==> src/rtl/mem_arb_pkg.sv <==
// rtl/mem_arb_pkg.sv - shared types and port ids for mem_port_arbiter
package mem_arb_pkg;

  typedef enum logic {ARB_IDLE, ARB_WAIT} arb_state_t;

  localparam logic PORT_IFETCH = 1'b0;
  localparam logic PORT_DATA   = 1'b1;

endpackage

==> src/rtl/rr_arbiter2.sv <==
// rtl/rr_arbiter2.sv - combinational two-way round-robin pick
module rr_arbiter2
  import mem_arb_pkg::*;
(
  input  logic [1:0] req,
  input  logic       last_gnt,
  output logic [1:0] gnt
);

  // A lone requester wins outright; on conflict the port not served last wins.
  always_comb begin
    gnt = req;
    if (req == 2'b11) begin
      gnt = (last_gnt == PORT_IFETCH) ? 2'b10 : 2'b01;
    end
  end

endmodule

==> src/rtl/mem_port_arbiter.sv <==
// rtl/mem_port_arbiter.sv - shares one memory port between fetch and data requesters
module mem_port_arbiter
  import mem_arb_pkg::*;
#(
  parameter int ADDR_WIDTH   = 32,
  parameter int DATA_WIDTH   = 32,
  parameter int READ_LATENCY = 1
) (
  input  logic                    clock,
  input  logic                    reset,
  input  logic                    ifetch_req,
  input  logic [ADDR_WIDTH-1:0]   ifetch_address,
  output logic                    ifetch_gnt,
  output logic                    ifetch_rvalid,
  output logic [DATA_WIDTH-1:0]   ifetch_rdata,
  input  logic                    data_req,
  input  logic                    data_write,
  input  logic [ADDR_WIDTH-1:0]   data_address,
  input  logic [DATA_WIDTH-1:0]   data_write_data,
  input  logic [DATA_WIDTH/8-1:0] data_byte_enable,
  output logic                    data_gnt,
  output logic                    data_rvalid,
  output logic [DATA_WIDTH-1:0]   data_rdata,
  output logic [ADDR_WIDTH-1:0]   mem_address,
  output logic                    mem_read_enable,
  output logic                    mem_write_enable,
  output logic [DATA_WIDTH-1:0]   mem_write_data,
  output logic [DATA_WIDTH/8-1:0] mem_byte_enable,
  input  logic [DATA_WIDTH-1:0]   mem_read_data,
  output logic                    busy
);

  localparam logic [2:0] LAT_LOAD = 3'(READ_LATENCY);

  arb_state_t state, state_next;
  logic [2:0] lat_cnt, lat_cnt_next;
  logic       owner, owner_next;
  logic       last_gnt, last_gnt_next;
  logic       can_issue;
  logic       read_done;
  logic       issue_read;
  logic [1:0] arb_req;
  logic [1:0] arb_gnt;

  // The last cycle of an outstanding read doubles as an issue slot so
  // single-cycle latency can sustain one read per cycle.
  assign can_issue = (state == ARB_IDLE) || ((state == ARB_WAIT) && (lat_cnt == 3'd1));
  assign read_done = (state == ARB_WAIT) && (lat_cnt == 3'd1) && !reset;
  assign arb_req   = {data_req, ifetch_req} & {2{can_issue && !reset}};
  assign busy      = (state == ARB_WAIT);

  rr_arbiter2 u_rr (
    .req      (arb_req),
    .last_gnt (last_gnt),
    .gnt      (arb_gnt)
  );

  // State, latency counter, read owner and fairness history.
  always_ff @(posedge clock) begin
    if (reset) begin
      state    <= ARB_IDLE;
      lat_cnt  <= 3'd0;
      owner    <= PORT_IFETCH;
      last_gnt <= PORT_IFETCH;
    end else begin
      state    <= state_next;
      lat_cnt  <= lat_cnt_next;
      owner    <= owner_next;
      last_gnt <= last_gnt_next;
    end
  end

  // Next state, grants, memory mux and read-return routing.
  always_comb begin
    state_next       = state;
    lat_cnt_next     = lat_cnt;
    owner_next       = owner;
    last_gnt_next    = last_gnt;
    ifetch_gnt       = arb_gnt[0];
    data_gnt         = arb_gnt[1];
    ifetch_rvalid    = 1'b0;
    ifetch_rdata     = '0;
    data_rvalid      = 1'b0;
    data_rdata       = '0;
    mem_address      = '0;
    mem_read_enable  = 1'b0;
    mem_write_enable = 1'b0;
    mem_write_data   = '0;
    mem_byte_enable  = '0;
    issue_read       = arb_gnt[0] || (arb_gnt[1] && !data_write);

    if (arb_gnt[0]) begin
      mem_address     = ifetch_address;
      mem_read_enable = 1'b1;
      mem_byte_enable = '1;
    end else if (arb_gnt[1]) begin
      mem_address      = data_address;
      mem_read_enable  = !data_write;
      mem_write_enable = data_write;
      mem_write_data   = data_write ? data_write_data : '0;
      mem_byte_enable  = data_write ? data_byte_enable : '1;
    end

    if (arb_gnt != 2'b00) begin
      last_gnt_next = arb_gnt[1];
    end

    if (state == ARB_WAIT) begin
      lat_cnt_next = lat_cnt - 3'd1;
      if (lat_cnt == 3'd1) begin
        state_next = ARB_IDLE;
      end
    end

    if (issue_read) begin
      state_next   = ARB_WAIT;
      lat_cnt_next = LAT_LOAD;
      owner_next   = arb_gnt[1];
    end

    if (read_done) begin
      if (owner == PORT_IFETCH) begin
        ifetch_rvalid = 1'b1;
        ifetch_rdata  = mem_read_data;
      end else begin
        data_rvalid = 1'b1;
        data_rdata  = mem_read_data;
      end
    end
  end

endmodule

==> config.mk <==
export PLATFORM = sky130hd
export DESIGN_NAME = mem_port_arbiter
export DESIGN_NICKNAME = d
export VERILOG_FILES = /design/src/rtl/mem_arb_pkg.sv /design/src/rtl/rr_arbiter2.sv /design/src/rtl/mem_port_arbiter.sv
export SDC_FILE = /design/constraint.sdc
export NUM_CORES = 1
export LEC_CHECK = 0
export CORE_AREA = 4 4 106 108
export CTS_CLUSTER_DIAMETER = 150
export DETAILED_ROUTE_END_ITERATION = 10
export DIE_AREA = 0 0 110 112
export GPL_ROUTABILITY_DRIVEN = 0
export PLACE_DENSITY = 0.6
export RECOVER_POWER = 50
export SLEW_MARGIN = 20
export SYNTH_ARGS = -nofsm -noshare
export SYNTH_HDL_FRONTEND = slang
export SYNTH_SLANG_ARGS = --single-unit
==> constraint.sdc <==
create_clock -name clock -period 1.7 [get_ports clock]
set_input_delay 0.255 -clock clock [delete_from_list [all_inputs] [get_ports clock]]
set_output_delay 0.255 -clock clock [all_outputs]
set_load 0.005 [all_outputs]
==> tab_implementation.tex <==
\begin{tabular}{lr}
\hline
Metric & Value \\
\hline
\multicolumn{2}{l}{\textbf{Die}} \\
Number of primary I/O pins & 276 \\
Initial cell density of the core & 15.3\% \\
Full die area & 0.0123 sq mm \\
Height of the chip & 112 microns \\
Count of standard-cell rows & 37 \\
DIE WIDTH & 110 microns \\
Placeable core area & 0.0102 sq mm \\
\multicolumn{2}{l}{\textbf{Detailed routing}} \\
Average vias per placed instance & 4.48 \\
Via count & 3170 \\
Starting DRT DRC Count & 108 \\
Detail-routed net length per standard cell & 17.9 microns \\
Post-route ant nets & 0 \\
Detailed Routing Iterations Pass 1 & 4 \\
Sum of routed wire length over all layers & 12.7 mm \\
Remaining DRCs & 0 \\
\multicolumn{2}{l}{\textbf{Cells and area}} \\
Most common cell after layout, fill and taps aside & sky130\_fd\_sc\_hd\_\_clkdlybuf4s50\_1 \\
Non-Filler Instances & 708 \\
Share of cells above drive strength 1 & 62.0\% \\
Layout fillers & 916 \\
Most used cells in the layout excluding fill and tap cells & 136 x sky130\_fd\_sc\_hd\_\_clkdlybuf4s50\_1, 118 x sky130\_fd\_sc\_hd\_\_buf\_6, 61 x sky130\_fd\_sc\_hd\_\_and2\_4 \\
Number of nets at the end of the flow & 712 \\
Relative area change from synthesis to final layout & 273\% \\
\multicolumn{2}{l}{\textbf{Timing}} \\
PnR worst setup slack & -337 ps \\
Relative max-transition margin & 79.3\% \\
Max-slew violation total from the final report & 0 \\
Share of the cycle needed by the critical path after routing & 120\% \\
Skew final & 2.83 ps \\
Transition time at the pin with the least slew margin & 310 ps \\
Shortest clock period the worst path allows after layout & 2040 ps \\
Final setup violation count & 138 \\
Setup repair after global routing missed its margin & true \\
Maximum clock frequency & 491 MHz \\
Number of hold violations in the final report & 0 \\
\multicolumn{2}{l}{\textbf{Synthesis}} \\
Mean area per synthesized cell & 6.53 sq um \\
Number of synthesized register bits & 6 \\
Synth top area cells & sky130\_fd\_sc\_hd\_\_and2\_1 27\%, sky130\_fd\_sc\_hd\_\_a32oi\_1 18\%, sky130\_fd\_sc\_hd\_\_and3\_1 13\% \\
Synth Warn \# & 0 \\
Cell type with the largest total area after synthesis & sky130\_fd\_sc\_hd\_\_and2\_1 \\
Yosys cell types & 29 \\
Post-synth design cell area & 0.00157 sq mm \\
Sequential element share of the synthesized area & 7.67\% \\
Share of synthesized flip-flops with an asynchronous set or reset & 0\% \\
Synthesized net count & 379 \\
Yosys top cell area share & 26.8\% \\
Number of flops mapped to enable cells by yosys & 0 \\
Instance count of the mapped netlist & 240 \\
Main flop type after synthesis & sky130\_fd\_sc\_hd\_\_dfxtp\_1 \\
\multicolumn{2}{l}{\textbf{Clock network}} \\
Count of H-tree levels built during CTS & 1 \\
Number of sinks handled by clock tree synthesis & 6 \\
Clock slew at the register clock pins of the worst setup and hold paths & 40 ps \\
Clock tree from TritonCTS & yes \\
Clock tree buffer depth & 2 \\
Insertion delay to the later sink of the worst-skew pair & 230 ps \\
Clock root cell & sky130\_fd\_sc\_hd\_\_clkbuf\_8 \\
Clock buffer count from CTS & 3 \\
\multicolumn{2}{l}{\textbf{Power and ir drop}} \\
Int Pwr & 1.28 mW \\
Sw frac & 33.5\% \\
Leakage power summed over all cells & 2.59 nW \\
Fraction of power consumed by combinational cells & 79.2\% \\
Proportion of power drawn by flip-flops and latches & 9.5\% \\
Relative contribution of the clock network to total power & 11.4\% \\
Power density over the cells & 329 mW/mm\^{}2 \\
Peak supply drop & 0.000221 V \\
Total power of the final layout & 1.92 mW \\
Net switching component of the power & 644 uW \\
\multicolumn{2}{l}{\textbf{Worst hold path}} \\
Classification of the worst-slack hold path & flop to flop \\
\multicolumn{2}{l}{\textbf{Setup path}} \\
Kind of end point of the critical path & primary output \\
Max stage delay on crit path & 320 ps \\
Worst Setup Start Kind & flop \\
Worst Setup Path Type & flop to primary output \\
Required time at the worst-slack endpoint & 1440 ps \\
Worst-path fanout max & 5 \\
Cells along the critical path & inv\_2, ha\_4, nor2b\_4, buf\_6, o21ai\_4, buf\_12, buf\_12, buf\_8, buf\_6, nor2\_4, buf\_6 \\
Cell with the largest stage delay on the worst path & sky130\_fd\_sc\_hd\_\_dfxtp\_2 \\
Crit path top cell by count & sky130\_fd\_sc\_hd\_\_buf\_6 \\
Critical Path AT & 1780 ps \\
\multicolumn{2}{l}{\textbf{Global routing}} \\
Pin count of the biggest net entering global routing & 31 \\
All-layer global routing usage & 18.1\% \\
Via count of the first global-routing pass & 3249 \\
GR Overflow Total & 0 \\
Antenna violations before repair & 1 \\
Wire length of the first global-routing pass & 17.6 mm \\
\multicolumn{2}{l}{\textbf{Flow run}} \\
Count of maximum capacitance violations & 0 \\
\multicolumn{2}{l}{\textbf{Place}} \\
IO Port Bufs & 275 \\
Detailed placer's ending HPWL & 8.66 mm \\
Placed cell count & 656 \\
\multicolumn{2}{l}{\textbf{Status}} \\
Failing checks & negative setup slack \\
Run status & finished with violations \\
\hline
\end{tabular}
final cells by class:
| cell class | instances | area [sq um] | area share (%) |
|---|---|---|---|
| Sequential cell | 6 | 123 | 2.10 |
| Multi-Input combinational cell | 201 | 1800 | 30.9 |
| Clock buffer | 3 | 41.3 | 0.707 |
| Inverter | 5 | 18.8 | 0.321 |
| Antenna cell | 1 | 2.50 | 0.0429 |
| Timing Repair Buffer | 356 | 3680 | 63.1 |
| Tap cell | 136 | 170 | 2.91 |
worst max-delay path: cells and delay by family, from the launching register on:
kind                       cells  cell delay (ps)
buffers and inverters          7              740
DFF                            1              320
AOI/OAI and AO/OA              1              190
adders and majority gates      1              150
and+or+nand+nor                2              150
flip-flops by register name, summed over array words and instances, names as in the netlist:
signal / flops
owner: 1
lat_cnt: 3
last_gnt: 1
busy: 1
repair_timing:
action,CTS,global route
pin swaps,64,27
cloned,10,4
resized for setup,667,169
hold buffers,0,0
setup endpoints to repair,138,138
buffers inserted,41,9
through the flow:
stage / instance area (sq um) / setup WS [ps] / hold WS [ps] / TNS (ps) / util, %
finish: 5840 / -337 / 544 / -28250 / 57.1
global route: 5840 / -394 / 565 / -37820 / 57.1
CTS: 5460 / -393 / 542 / -41300 / 53.4
detailed placement: 4710 / -595 / 530 / -69600 / 46.1
global placement: 4710 / -572 / 537 / -69320 / 46.1
floorplan: 1570 / 123 / 430 / 0 / -
cells in the mapped netlist, types with 3 or more instances:
master / number
sky130_fd_sc_hd__and2_1: 67
sky130_fd_sc_hd__nor2_1: 33
sky130_fd_sc_hd__a32oi_1: 32
sky130_fd_sc_hd__and3_1: 32
sky130_fd_sc_hd__clkbuf_1: 15
sky130_fd_sc_hd__buf_2: 10
sky130_fd_sc_hd__nand2_1: 7
sky130_fd_sc_hd__a21oi_1: 6
sky130_fd_sc_hd__dfxtp_1: 6
sky130_fd_sc_hd__a211oi_1: 3
sky130_fd_sc_hd__buf_6: 3
sky130_fd_sc_hd__inv_1: 3
sky130_fd_sc_hd__nor2b_1: 3
layer usage:
layer | share of wire [%] | up-vias | global-route usage [%]
li1 | - | 1527 | -
met1 | 34 | 1481 | 18.5
met2 | 56 | 146 | 36.1
met3 | 8.4 | 16 | 4.70
met4 | 1.2 | 0 | 3.08
met5 | 0 | - | 0
power by group through the flow:
stage	registers [mW]	logic (mW)	clock network [mW]
CTS	0.180	1.44	0.223
global route	0.184	1.62	0.228
floorplan	0.180	0.340	0
finish	0.181	1.52	0.219
detailed placement	0.176	1.14	0
global placement	0.176	1.13	0
cells by family (layout without fill, tap and decap cells):
logic type                 after synthesis  in the layout  share of synthesized area (%)
and+or+nand+nor                        147            147                           53.4
AOI/OAI and AO/OA                       50             50                           26.1
buffers and inverters                   33            364                           10.1
DFF                                      6              6                           7.67
adders and majority gates                2              2                           1.60
xor gates and xnor gates                 2              2                           1.12
other                                    0              1                              0
path summary, 6_finish.rpt:
path,from,endpoint,slack [ps],cells past startpoint
worst max register to register,lat_cnt[1],owner,100,9
worst min register to register,lat_cnt[1],lat_cnt[1],540,2
worst min-delay path,lat_cnt[1],lat_cnt[1],540,2
worst max-delay path,lat_cnt[1],mem_address[17],-340,11
(Power assumes the default switching activity.)
